--- src/rtl/led_blink_decoder.sv ---
// Recovers blink period / high time from an async LED line and flags a stuck line.
// Optional input glitch filter enabled by LED_DEBOUNCE_EN.
module led_blink_decoder #(
    parameter int CNT_W   = 16,
    parameter int TIMEOUT = 1000,
    parameter int DEB_LEN = 3
) (
    input  logic             clk,
    input  logic             rst,
    input  logic             led_in,
    output logic [CNT_W-1:0] period,
    output logic [CNT_W-1:0] high_time,
    output logic             meas_valid,
    output logic             stuck,
    output logic             stuck_level,
    output logic [7:0]       edge_cnt
);

    typedef enum logic [1:0] {IDLE, FIRST, RUN, STUCK} state_t;

    localparam logic [CNT_W-1:0] CMAX = '1;
    localparam logic [CNT_W-1:0] TO   = CNT_W'(TIMEOUT);

    state_t           state;
    logic             sync1;
    logic             led_s;
    logic             led_f;
    logic             led_q;
    logic [CNT_W-1:0] per_cnt;
    logic [CNT_W-1:0] hi_cap;
    logic             rise;
    logic             fall;
    logic             tmo;

    always_ff @(posedge clk) begin
        if (rst) begin
            sync1 <= 1'b0;
            led_s <= 1'b0;
        end else begin
            sync1 <= led_in;
            led_s <= sync1;
        end
    end

`ifdef LED_DEBOUNCE_EN
    localparam int DW = $clog2(DEB_LEN + 1);

    logic [DW-1:0] deb_cnt;

    // led_f flips only after led_s disagrees for DEB_LEN straight cycles
    always_ff @(posedge clk) begin
        if (rst) begin
            deb_cnt <= '0;
            led_f   <= 1'b0;
        end else if (led_s == led_f) begin
            deb_cnt <= '0;
        end else if (deb_cnt == DW'(DEB_LEN - 1)) begin
            deb_cnt <= '0;
            led_f   <= led_s;
        end else begin
            deb_cnt <= deb_cnt + 1'b1;
        end
    end
`else
    assign led_f = led_s;
`endif

    assign rise = led_f & ~led_q;
    assign fall = ~led_f & led_q;
    assign tmo  = (per_cnt == TO) && !rise;

    always_ff @(posedge clk) begin
        if (rst) begin
            state       <= IDLE;
            led_q       <= 1'b0;
            per_cnt     <= '0;
            hi_cap      <= '0;
            period      <= '0;
            high_time   <= '0;
            meas_valid  <= 1'b0;
            stuck       <= 1'b0;
            stuck_level <= 1'b0;
            edge_cnt    <= '0;
        end else begin
            led_q      <= led_f;
            meas_valid <= 1'b0;

            if (rise)
                per_cnt <= CNT_W'(1);
            else if (per_cnt != CMAX)
                per_cnt <= per_cnt + 1'b1;

            if (fall)
                hi_cap <= per_cnt;

            if (rise)
                edge_cnt <= edge_cnt + 8'd1;

            unique case (state)
                IDLE: begin
                    if (rise) begin
                        state <= FIRST;
                    end else if (tmo) begin
                        state       <= STUCK;
                        stuck       <= 1'b1;
                        stuck_level <= led_f;
                    end
                end
                FIRST, RUN: begin
                    if (rise) begin
                        period     <= per_cnt;
                        high_time  <= hi_cap;
                        meas_valid <= 1'b1;
                        state      <= RUN;
                    end else if (tmo) begin
                        state       <= STUCK;
                        stuck       <= 1'b1;
                        stuck_level <= led_f;
                    end
                end
                STUCK: begin
                    // recovery rise only re-arms; it has no valid previous period
                    if (rise) begin
                        stuck <= 1'b0;
                        state <= FIRST;
                    end
                end
                default: state <= IDLE;
            endcase
        end
    end

endmodule

--- config.mk ---
export PLATFORM = sky130hd
export DESIGN_NAME = led_blink_decoder
export DESIGN_NICKNAME = d
export VERILOG_FILES = /design/src/rtl/led_blink_decoder.sv
export SDC_FILE = /design/constraint.sdc
export NUM_CORES = 1
export LEC_CHECK = 0
export ABC_AREA = 0
export BUFFER_PORTS_ARGS = -buffer_cell sky130_fd_sc_hd__buf_2
export CAP_MARGIN = 25
export CELL_PAD_IN_SITES_DETAIL_PLACEMENT = 0
export CELL_PAD_IN_SITES_GLOBAL_PLACEMENT = 1
export CORE_ASPECT_RATIO = 1.25
export CORE_MARGIN = 2
export CORE_UTILIZATION = 28
export DETAILED_ROUTE_END_ITERATION = 6
export GPL_TIMING_DRIVEN = 0
export PLACE_DENSITY = 0.69
export SETUP_SLACK_MARGIN = 0.4
export SYNTH_ARGS = -nofsm -noshare
export SYNTH_HDL_FRONTEND = slang
export SYNTH_SLANG_ARGS = --single-unit
export TNS_END_PERCENT = 1
--- constraint.sdc ---
create_clock -name clk -period 1.6 [get_ports clk]
set_input_delay 0.08 -clock clk [delete_from_list [all_inputs] [get_ports clk]]
set_output_delay 0.08 -clock clk [all_outputs]
set_load 0.03 [all_outputs]
==> results.py, run 1 <==
metrics = {
    "power_and_ir_drop": {
        "p_int_mw": 3.51,
        "leakage_nw": 2.17,
        "switchingPower_mw": 0.993,
        "p_sw_share_pct": 22.0,
        "ir_worst_vdd_v": 0.000686,
        "share_clk_of_total_power_pct": 49.7,
        "p_per_area_nw_per_um2": 940,
        "comb_pwr_share_pct": 5.4,
        "seqPwrFrac_pct": 44.9,
    },
    "worst_setup_path": {
        "worstPathRequired_ns": 1.84,
        "reg2regPathDepth": 5,
        "category_of_the_worst_setup_path_launch_point": "flip-flop",
        "regToRegEndpoint": "per_cnt[13]$_SDFFE_PP0P_",
        "critical_path_arrival_ns": 1.80,
        "worstSetupEndpoint": "per_cnt[13]$_SDFFE_PP0P_",
        "critical_path.endpoint_type": "flip-flop",
        "ff2ff_setup_slack_ns": 0.04,
        "timing.critical_path.fanout_max": 9,
        "critical_path.startpoint": "per_cnt[3]$_SDFFE_PP0P_",
        "path_class": "flip-flop to flip-flop",
        "reg2reg_from": "per_cnt[3]$_SDFFE_PP0P_",
    },
    "cts": {
        "cts_tree": "built",
        "clk_root_buf": "sky130_fd_sc_hd__clkbuf_16",
        "clock_sink_count": 80,
        "worst_setup_hold_path_clk_slew_ns": 0.06,
        "cts_max_level": 3,
        "clockBufferDepth": 2,
        "clock_latency_ns": 0.33,
        "cts_inserted_buffers": 9,
    },
    "synth": {
        "synth.yosys.seq_area_share_pct": 49.1,
        "netlist-cell-type-count": 47,
        "async_set_or_reset_register_ratio_after_synthesis_pct": 0,
        "total_standard_cell_area_after_synthesis_um2": 3260,
        "number_of_enable_type_register_cells_in_the_synthesized_netlist": 0,
        "syn_inst": 394,
        "synth_net_count": 402,
        "synth.ff_latch_count": 80,
        "syn_area_per_cell_um2": 8.27,
        "postSynth.topFlopCell": "sky130_fd_sc_hd__dfxtp_1",
        "yosys_warnings": 0,
    },
    "timing": {
        "timing_max_transition_violations_final": 0,
        "final_period_minus_worst_setup_slack_ns": 1.56,
        "max_clock_freq_mhz": 639,
        "finalCritPeriodShare_pct": 97.8,
        "worst_hold_slack_across_all_endpoints_ns": 0.0317,
        "worst_slew_pin_slew_ns": 0.745,
        "hold_viol": 0,
        "rsz0062_at_grt": "yes",
        "timing.max_slew.rel_slack_pct": 50.4,
        "postLayoutSetupSlackWorst_ns": 0.0351,
        "timing.final.setup_violations": 0,
        "finClkSkew_ns": 0.00335,
    },
    "placement": {
        "detailed_place_hpwl_um": 6020,
        "gp_congestion": 0.843,
        "place_ws_ns": -0.257,
        "dp.cells": 577,
        "placement.io_buffers": 45,
    },
    "drt": {
        "routed_wire_length_per_instance_um": 14.6,
        "firstDrtPassIters": 4,
        "route.final.wire_length_um": 8870,
        "ant_nets": 0,
        "drt_iter0_drc": 155,
        "detailroute.via_count": 2994,
        "drc_errors": 0,
        "vias_per_cell": 4.94,
    },
    "floorplan": {
        "die_area_um2": 12500,
        "design.portCount": 46,
        "floorplan.rows": 44,
        "floorplan.die.height_um": 125,
        "die_w_um": 101,
        "initial_core_util_pct": 28.3,
        "fp.coreArea_um2": 11500,
    },
    "layout": {
        "mostFrequentLayoutCells": "sky130_fd_sc_hd__nand2_1 (81), sky130_fd_sc_hd__dfxtp_1 (61), sky130_fd_sc_hd__buf_2 (45), sky130_fd_sc_hd__a21oi_2 (30), sky130_fd_sc_hd__nand2_4 (28)",
        "nets": 471,
        "final-instance-count-excl-fill": 606,
        "fillers": 1172,
        "layout-area-overhead-vs-synth_pct": 47.1,
        "final_common_cell": "sky130_fd_sc_hd__nand2_1",
        "antenna-diode-count": 0,
        "drive_gt1_share_pct": 45.9,
    },
    "global_route": {
        "total_track_usage_pct": 14.2,
        "first_global_vias": 2832,
        "antenna_found_initial": 0,
        "grt_pass1_wl_um": 14200,
        "maximum_number_of_pins_on_one_net_before_global_route_repair": 15,
        "grt_overflow": 0,
    },
    "outcome": {
        "status": "completed",
    },
    "job": {
        "cap_violations": 0,
    },
    "min_path": {
        "min_path_type": "input port to flip-flop",
    },
}
## metrics by stage
step	total power, mW	TNS [ns]	cell area [um2]	utilization [%]
finish	4.51	0	4790	41.7
detailed placement	2.23	-6.26	3660	31.8
global placement	2.22	-4.41	3660	31.8
global route	4.67	-0.0812	4790	41.7
CTS	4.50	0	4160	36.2
floorplan	2.17	0	3260	-
## critical path: stages, from the launching register on
cell and delay [ns]:
sky130_fd_sc_hd__dfxtp_1 0.30, sky130_fd_sc_hd__clkbuf_4 0.22, sky130_fd_sc_hd__nand4_1 0.22, sky130_fd_sc_hd__nor2_2 0.31, sky130_fd_sc_hd__a41oi_1 0.18, sky130_fd_sc_hd__a311oi_1 0.24
## power by group through the flow
stage,clock [mW],combinational (mW),sequential (mW)
after global routing,2.38,0.268,2.02
after detailed placement,0,0.160,2.07
after global placement,0,0.156,2.07
final,2.24,0.244,2.02
after floorplan,0,0.107,2.07
after CTS,2.28,0.190,2.02
## sequential cells by signal (all words and copies together), names as in the netlist
signal / cells
hi_cap: 16
high_time: 16
per_cnt: 16
period: 16
edge_cnt: 8
state: 2
led_f: 1
led_q: 1
meas_valid: 1
stuck: 1
stuck_level: 1
sync1: 1
## synthesized netlist by cell type (2+ instances only)
cell type | number | area [um2]
sky130_fd_sc_hd__o21ai_0 | 3 | 15.0
sky130_fd_sc_hd__inv_1 | 8 | 30.0
sky130_fd_sc_hd__nand2b_1 | 3 | 18.8
sky130_fd_sc_hd__a211oi_1 | 5 | 37.5
sky130_fd_sc_hd__mux2i_1 | 5 | 50.1
sky130_fd_sc_hd__xor2_1 | 4 | 35.0
sky130_fd_sc_hd__a21oi_1 | 55 | 275
sky130_fd_sc_hd__buf_1 | 3 | 11.3
sky130_fd_sc_hd__nand2_1 | 114 | 428
sky130_fd_sc_hd__o41ai_1 | 2 | 17.5
sky130_fd_sc_hd__ha_1 | 5 | 62.6
sky130_fd_sc_hd__nand3_1 | 4 | 20.0
sky130_fd_sc_hd__nor2_1 | 19 | 71.3
sky130_fd_sc_hd__or3_1 | 5 | 31.3
sky130_fd_sc_hd__dfxtp_1 | 80 | 1600
sky130_fd_sc_hd__a311oi_2 | 2 | 30.0
sky130_fd_sc_hd__clkbuf_1 | 14 | 52.6
sky130_fd_sc_hd__nand4_1 | 9 | 56.3
sky130_fd_sc_hd__nor3_1 | 5 | 25.0
sky130_fd_sc_hd__xnor2_1 | 3 | 26.3
sky130_fd_sc_hd__and3_1 | 3 | 18.8
sky130_fd_sc_hd__and2_1 | 4 | 25.0
sky130_fd_sc_hd__nor2b_1 | 5 | 31.3
sky130_fd_sc_hd__o311ai_0 | 2 | 17.5
sky130_fd_sc_hd__and4_1 | 3 | 26.3
sky130_fd_sc_hd__buf_2 | 8 | 40.0
## cell type report
class	count	area (um2)	area share (%)
Multi-Input combinational cell	279	2040	42.5
Sequential cell	80	1640	34.2
Tap cell	138	173	3.60
Inverter	8	30.0	0.626
Timing Repair Buffer	58	337	7.02
Clock buffer	10	239	4.98
Clock inverter	6	90.1	1.88
Buffer	27	253	5.27
## what timing repair did
item | in CTS | in global routing
gates resized for setup | 30 | 198
endpoints found under the hold margin | 1 | 0
pin swaps | 7 | 81
buffers inserted | 10 | 2
hold buffers | 1 | 0
endpoints found under the setup margin | 70 | 72
## cells by family after synthesis
group	Yosys count	share of synthesized area [%]
DFF	80	49.1
xor gates and xnor gates	7	1.88
muxes	6	2.00
adders and majority gates	5	1.92
buffers and inverters	35	4.61
AOI/OAI and AO/OA	75	13.6
and+or+nand+nor	186	26.9
## layer usage
| metal | vias to the layer above | track usage [%] | routed length [um] |
|---|---|---|---|
| li1 | 1480 | - | - |
| met1 | 1436 | 17.8 | 3860 |
| met3 | 8 | 3.54 | 479 |
| met5 | - | 0 | 0 |
| met2 | 70 | 24.4 | 4460 |
| met4 | 0 | 3.14 | 77 |
## worst min path at each step
stage          startpoint                to  slack [ns]  cells past startpoint
2_1_floorplan         rst  led_q$_SDFF_PP0_        0.16                      1
3_3_place_gp       led_in  sync1$_SDFF_PP0_        0.30                      2
3_5_place_dp       led_in  sync1$_SDFF_PP0_        0.30                      2
4_1_cts               rst  led_q$_SDFF_PP0_        0.03                      2
5_1_grt               rst  led_q$_SDFF_PP0_        0.05                      2
6_report              rst  led_q$_SDFF_PP0_        0.03                      2
Note: power is estimated with default switching activity, not from simulation.
==> inputs of run 2 (changes only) <==
--- a/config.mk
+++ b/config.mk
@@ -5,7 +5,7 @@
 export SDC_FILE = /design/constraint.sdc
 export NUM_CORES = 1
 export LEC_CHECK = 0
-export ABC_AREA = 0
+export ABC_AREA = 1
 export BUFFER_PORTS_ARGS = -buffer_cell sky130_fd_sc_hd__buf_2
 export CAP_MARGIN = 25
 export CELL_PAD_IN_SITES_DETAIL_PLACEMENT = 0
@@ -15,7 +15,7 @@
 export CORE_UTILIZATION = 28
 export DETAILED_ROUTE_END_ITERATION = 6
 export GPL_TIMING_DRIVEN = 0
-export PLACE_DENSITY = 0.69
+export PLACE_DENSITY = 0.7
 export SETUP_SLACK_MARGIN = 0.4
 export SYNTH_ARGS = -nofsm -noshare
 export SYNTH_HDL_FRONTEND = slang
==> run 2 against run 1 <==
  * Sequential power barely moved
  * Highest routed layer unchanged
  * Design area fell by 8.4%
  * Clock skew rose by 0.0028 ns
  * Clock power fell by 12%
  * Largest cell class is now sequential cells
  * Critical path type unchanged
  * Via count rose by 4.3%
==> results.py, run 2 <==
metrics = {
    "global_route": {
        "total_track_usage_pct": 14.8,
        "maximum_number_of_pins_on_one_net_before_global_route_repair": 16,
        "first_global_vias": 2973,
        "grt_pass1_wl_um": 14700,
        "grt_overflow": 0,
        "antenna_found_initial": 0,
    },
    "synth": {
        "syn_area_per_cell_um2": 7.40,
        "netlist-cell-type-count": 29,
        "total_standard_cell_area_after_synthesis_um2": 3340,
        "post-synth-top-area-fraction_pct": 47.9,
        "yosysMostFrequentCell": "sky130_fd_sc_hd__nand2_1",
        "syn_inst": 452,
        "postSynth.topFlopCell": "sky130_fd_sc_hd__dfxtp_1",
        "async_set_or_reset_register_ratio_after_synthesis_pct": 0,
        "netlist.top_cell.by_area": "sky130_fd_sc_hd__dfxtp_1",
        "synth.ff_latch_count": 80,
        "synth_net_count": 460,
        "yosys_warnings": 0,
        "synth_cell_count_leaders": "sky130_fd_sc_hd__nand2_1 (94), sky130_fd_sc_hd__dfxtp_1 (80), sky130_fd_sc_hd__a21oi_1 (57)",
        "number_of_enable_type_register_cells_in_the_synthesized_netlist": 0,
        "cell_types_with_the_largest_area_share_after_synthesis": "sky130_fd_sc_hd__dfxtp_1 (48%), sky130_fd_sc_hd__nand2_1 (11%), sky130_fd_sc_hd__a21oi_1 (8.5%)",
        "synth.yosys.seq_area_share_pct": 47.9,
    },
    "timing": {
        "timing.final.setup_violations": 0,
        "final_period_minus_worst_setup_slack_ns": 1.41,
        "timing.max_slew.rel_slack_pct": 65.1,
        "postLayoutSetupSlackWorst_ns": 0.189,
        "fin_setup_tns_ns": 0,
        "finClkSkew_ns": 0.00618,
        "rsz0062_at_grt": "yes",
        "worst_slew_pin_slew_ns": 0.523,
        "finalCritPeriodShare_pct": 88.2,
        "hold_viol": 0,
        "timing_max_transition_violations_final": 0,
        "max_clock_freq_mhz": 709,
    },
    "power_and_ir_drop": {
        "seqPwrFrac_pct": 47.9,
        "p_int_mw": 3.18,
        "switchingPower_mw": 1.09,
        "power_mw": 4.28,
        "ir_worst_vdd_v": 0.000411,
        "p_sw_share_pct": 25.6,
        "leakage_nw": 1.77,
        "p_per_area_nw_per_um2": 974,
        "comb_pwr_share_pct": 6.4,
        "share_clk_of_total_power_pct": 45.8,
    },
    "worst_setup_path": {
        "critPathTopFamily": "simple AND/OR/NAND/NOR gates",
        "critical_path_arrival_ns": 1.68,
        "ff2ff_setup_slack_ns": 0.19,
        "critical_path.startpoint": "per_cnt[0]$_SDFFE_PP0P_",
        "reg2reg_from": "per_cnt[0]$_SDFFE_PP0P_",
        "critical_path.max_stage_delay_ns": 0.37,
        "worstPathRequired_ns": 1.87,
        "timing.critical_path.fanout_max": 4,
        "timing.critical_path.buf_inv": 1,
        "path_class": "flip-flop to flip-flop",
        "cpMaxStageDelayCell": "sky130_fd_sc_hd__dfxtp_4",
        "category_of_the_worst_setup_path_launch_point": "flip-flop",
        "crit_chain": "clkinvlp_4 > ha_1 > nand3_1 > nor2_1 > nand3_1 > nand2_1 > nand2_1 > a21oi_1",
        "critical_path.endpoint_type": "flip-flop",
    },
    "drt": {
        "ant_nets": 0,
        "drc_errors": 0,
        "drt_iter0_drc": 93,
        "firstDrtPassIters": 4,
        "route.final.wire_length_um": 9130,
        "vias_per_cell": 4.57,
        "detailroute.via_count": 3123,
        "routed_wire_length_per_instance_um": 13.4,
    },
    "placement": {
        "detailed_place_hpwl_um": 6640,
        "placement.io_buffers": 44,
        "gp_congestion": 0.842,
        "placement.cell_area_um2": 3840,
        "place_ws_ns": -0.00521,
    },
    "floorplan": {
        "die_area_um2": 12800,
        "design.portCount": 46,
        "initial_core_util_pct": 28.8,
        "fp.coreArea_um2": 11600,
        "floorplan.rows": 44,
        "floorplan.die.height_um": 126,
        "die_w_um": 102,
    },
    "cts": {
        "cts_max_level": 3,
        "clk_root_buf": "sky130_fd_sc_hd__clkbuf_16",
        "clock_sink_count": 80,
        "cts_inserted_buffers": 9,
        "worst_setup_hold_path_clk_slew_ns": 0.06,
        "cts_tree": "built",
        "clock_latency_ns": 0.35,
        "clockBufferDepth": 2,
    },
    "layout": {
        "layout-area-overhead-vs-synth_pct": 31.3,
        "mostFrequentLayoutCells": "sky130_fd_sc_hd__nand2_1 (91), sky130_fd_sc_hd__dfxtp_1 (67), sky130_fd_sc_hd__a21oi_1 (57), sky130_fd_sc_hd__nand3_1 (49), sky130_fd_sc_hd__buf_2 (45)",
        "final_common_cell": "sky130_fd_sc_hd__nand2_1",
        "finalInstanceArea_um2": 4390,
        "drive_gt1_share_pct": 24.3,
        "fillers": 1209,
        "sequential_cell_area_um2": 1620,
        "multiInputGateArea_um2": 1570,
        "layout.core_utilization_pct": 37.8,
        "antenna-diode-count": 0,
        "nets": 525,
    },
    "min_path": {
        "timing.hold.worst.start": "sync1$_SDFF_PP0_",
        "min_path_type": "flip-flop to flip-flop",
    },
    "outcome": {
        "status": "completed",
    },
    "job": {
        "cap_violations": 0,
    },
}
==> run 2: cell count changes after synthesis, sizes merged, moves of 5 or more <==
cell and delta:
or3 -5, inv +34, nand2 -17, nor2b -5, buf -6, a31oi +8, nand3 +45, mux2i -5
nor2 +27, o21ai +21
==> run 2: area by class of cell <==
type                    count  area share (%)
inverters                  44            4.10
repair buffers             54            7.47
plain buffers              23            4.70
clock buffers               9            5.13
clock inverters             7            1.23
flip-flops and latches     80            37.0
multi-input cells         305            35.8
well taps                 161            4.59
==> run 2: stage by stage <==
stage | hold WS, ns | std cells
2_1_floorplan | 0.187 | 452
3_3_place_gp | 0.291 | 657
4_1_cts | 0.406 | 678
3_5_place_dp | 0.291 | 657
6_report | 0.396 | 683
5_1_grt | 0.419 | 683
==> run 2: worst register-to-register path: stages (launching register included) <==
cell	delay, ns
sky130_fd_sc_hd__dfxtp_4	0.37
sky130_fd_sc_hd__clkinvlp_4	0.13
sky130_fd_sc_hd__ha_1	0.16
sky130_fd_sc_hd__nand3_1	0.08
sky130_fd_sc_hd__nor2_1	0.22
sky130_fd_sc_hd__nand3_1	0.12
sky130_fd_sc_hd__nand2_1	0.08
sky130_fd_sc_hd__nand2_1	0.06
sky130_fd_sc_hd__a21oi_1	0.12
==> run 2: per-layer routing <==
layer  vias to the layer above  GRT usage (%)  routed length (um)
met5                         -              0                   0
met4                         0           7.87                 372
met3                        22           3.22                 275
met2                        51           24.5                4550
met1                      1439           17.6                3940
li1                       1611              -                   -
==> run 2: worst paths after layout <==
kind	depth (start not counted)	endpoint
hold reg to reg	2	led_f$_SDFF_PP0_
hold / removal	2	led_f$_SDFF_PP0_
setup / recovery	8	state[0]$_SDFFE_PP0P_
setup reg to reg	8	state[0]$_SDFFE_PP0P_
==> run 2: power by group through the flow <==
stage / clock [mW] / sequential [mW] / combinational (mW)
after global routing: 2.08 / 2.05 / 0.297
after detailed placement: 0 / 2.09 / 0.217
after floorplan: 0 / 2.09 / 0.149
final: 1.96 / 2.05 / 0.272
after global placement: 0 / 2.09 / 0.213
after CTS: 1.99 / 2.05 / 0.251
==> run 2: cell families after synthesis <==
family,share of synthesized area (%)
compound gates,14.3
xor+xnor,0.524
fa+ha+maj,1.87
buf+inv,7.97
flops,47.9
simple gates,27.5
==> run 2: what timing repair did <==
item / 4_1_cts / 5_1_grt
pin swaps: 3 / 5
gates cloned: 0 / 1
gates resized for setup: 31 / 15
hold buffers: 1 / 0
buffers inserted: 4 / 4
endpoints found under the hold margin: 1 / 0
setup endpoints to repair: 76 / 76
==> inputs of run 3 (changes only) <==
--- a/config.mk
+++ b/config.mk
@@ -14,7 +14,6 @@
 export CORE_MARGIN = 2
 export CORE_UTILIZATION = 28
 export DETAILED_ROUTE_END_ITERATION = 6
-export GPL_TIMING_DRIVEN = 0
 export PLACE_DENSITY = 0.7
 export SETUP_SLACK_MARGIN = 0.4
 export SYNTH_ARGS = -nofsm -noshare
==> run 3 against run 2 <==
  * Non-clock buffer count is 7 lower
  * Utilization is 0.097 points lower
  * Count of clock-buffer cells in the layout is 4 higher
  * Combinational power is 2% higher
  * Sequential power hardly changed
  * Largest cell class unchanged
  * Largest power group unchanged
==> results.py, run 3 (synthesized netlist as in run 2, its figures left out) <==
metrics = {
    "timing": {
        "hold_viol": 0,
        "finalCritPeriodShare_pct": 82.5,
        "worst_slew_pin_slew_ns": 0.653,
        "max_clock_freq_mhz": 758,
        "finClkSkew_ns": 0.00800,
        "rsz0062_at_grt": "yes",
        "timing.max_slew.rel_slack_pct": 56.4,
        "final_period_minus_worst_setup_slack_ns": 1.32,
        "fin_setup_tns_ns": 0,
        "timing.final.setup_violations": 0,
        "timing_max_transition_violations_final": 0,
    },
    "drt": {
        "vias_per_cell": 4.65,
        "firstDrtPassIters": 5,
        "route.final.wire_length_um": 9120,
        "drt_iter0_drc": 155,
        "routed_wire_length_per_instance_um": 13.5,
        "ant_nets": 0,
        "drc_errors": 0,
        "detailroute.via_count": 3146,
    },
    "cts": {
        "clk_root_buf": "sky130_fd_sc_hd__clkbuf_16",
        "cts_inserted_buffers": 9,
        "cts_max_level": 3,
        "cts_tree": "built",
        "clockBufferDepth": 2,
        "worst_setup_hold_path_clk_slew_ns": 0.06,
        "clock_latency_ns": 0.34,
        "clock_sink_count": 80,
    },
    "global_route": {
        "antenna_found_initial": 0,
        "maximum_number_of_pins_on_one_net_before_global_route_repair": 34,
        "total_track_usage_pct": 14.9,
        "grt_pass1_wl_um": 14900,
        "first_global_vias": 3091,
        "grt_overflow": 0,
    },
    "floorplan": {
        "die_area_um2": 12800,
        "floorplan.rows": 44,
        "floorplan.die.height_um": 126,
        "initial_core_util_pct": 28.8,
        "fp.coreArea_um2": 11600,
        "die_w_um": 102,
        "design.portCount": 46,
    },
    "layout": {
        "mostFrequentLayoutCells": "sky130_fd_sc_hd__nand2_1 (89), sky130_fd_sc_hd__dfxtp_1 (67), sky130_fd_sc_hd__a21oi_1 (57), sky130_fd_sc_hd__nand3_1 (48), sky130_fd_sc_hd__buf_2 (45)",
        "antenna-diode-count": 0,
        "multiInputGateArea_um2": 1620,
        "layout-area-overhead-vs-synth_pct": 30.9,
        "drive_gt1_share_pct": 25.6,
        "final_common_cell": "sky130_fd_sc_hd__nand2_1",
        "sequential_cell_area_um2": 1620,
        "fillers": 1227,
        "nets": 518,
        "finalInstanceArea_um2": 4380,
    },
    "min_path": {
        "holdPathEnd": "period[13]$_SDFFE_PP0P_",
        "holdPathStages": 2,
        "timing.hold.worst.start": "rst",
        "min_path_type": "input port to flip-flop",
    },
    "placement": {
        "placement.io_buffers": 45,
        "detailed_place_hpwl_um": 6510,
        "gp_congestion": 0.892,
        "placement.cell_area_um2": 3830,
    },
    "outcome": {
        "status": "completed",
    },
    "worst_setup_path": {
        "path_class": "flip-flop to flip-flop",
        "category_of_the_worst_setup_path_launch_point": "flip-flop",
        "timing.critical_path.fanout_max": 13,
        "reg2reg_from": "state[1]$_SDFFE_PP0P_",
        "regToRegEndpoint": "period[0]$_SDFFE_PP0P_",
        "ff2ff_setup_slack_ns": 0.28,
        "reg2regPathDepth": 5,
        "critical_path.endpoint_type": "flip-flop",
        "critical_path_arrival_ns": 1.59,
        "worstPathRequired_ns": 1.87,
    },
    "power_and_ir_drop": {
        "ir_worst_vdd_v": 0.000424,
        "leakage_nw": 1.77,
        "p_per_area_nw_per_um2": 986,
        "power_mw": 4.32,
    },
    "job": {
        "cap_violations": 0,
    },
}
## run 3: cell count changes in the layout (fill, tap and decap cells not counted), sizes merged
| cell | change |
|---|---|
| clkinvlp | -3 |
| buf | +11 |
| clkbuf | -14 |
| clkinv | +1 |
| inv | -2 |
## run 3: repair_timing
action / 4_1_cts / 5_1_grt
buffers inserted: 5 / 1
cloned: 0 / 1
setup endpoints to repair: 73 / 75
hold buffers: 1 / 0
resized for setup: 27 / 17
endpoints found under the hold margin: 1 / 0
pin swaps: 5 / 11
## run 3: how the worst max path moves through the flow
stage	startpoint	endpoint	slack, ns
after global routing	per_cnt[1]$_SDFFE_PP0P_	per_cnt[3]$_SDFFE_PP0P_	0.20
after CTS	per_cnt[0]$_SDFFE_PP0P_	stuck_level$_SDFFE_PP0P_	0.27
after floorplan	per_cnt[1]$_SDFFE_PP0P_	per_cnt[1]$_SDFFE_PP0P_	0.33
final	state[1]$_SDFFE_PP0P_	period[0]$_SDFFE_PP0P_	0.28
after global placement	per_cnt[7]$_SDFFE_PP0P_	stuck_level$_SDFFE_PP0P_	0.10
after detailed placement	per_cnt[7]$_SDFFE_PP0P_	stuck_level$_SDFFE_PP0P_	0.08
## run 3: layer usage
metal	wire (um)	vias up	track usage [%]
li1	-	1596	-
met1	3940	1476	17.5
met2	4590	62	25.2
met3	336	12	3.22
met4	261	0	7.47
met5	0	-	0
## run 3: through the flow
step / hold slack, ns / utilization, % / cells / worst slack (ns)
CTS: 0.115 / 37.0 / 674 / 0.273
floorplan: 0.187 / - / 452 / 0.327
global placement: 0.296 / 33.0 / 652 / 0.100
global route: 0.133 / 37.7 / 676 / 0.204
finish: 0.121 / 37.7 / 676 / 0.280
detailed placement: 0.296 / 33.0 / 652 / 0.0767
## run 3: power by group
group	switching (mW)	total [mW]	internal, mW
Clock	0.809	1.99	1.18
Combinational	0.173	0.277	0.104
Sequential	0.0242	2.05	2.02
## run 3: cell type report
type / count / share of cell area [%]
Clock buffer: 13 / 6.17
Clock inverter: 3 / 0.571
Inverter: 44 / 4.00
Multi-Input combinational cell: 305 / 37.0
Sequential cell: 80 / 37.1
Tap cell: 161 / 4.60
Timing Repair Buffer: 70 / 10.6
## run 3: worst max-delay path: stages, from the launching register on
cell and delay, ns:
sky130_fd_sc_hd__dfxtp_1 0.36, sky130_fd_sc_hd__inv_1 0.08, sky130_fd_sc_hd__ha_4 0.35, sky130_fd_sc_hd__buf_12 0.16, sky130_fd_sc_hd__nand3_1 0.15, sky130_fd_sc_hd__a21oi_1 0.15
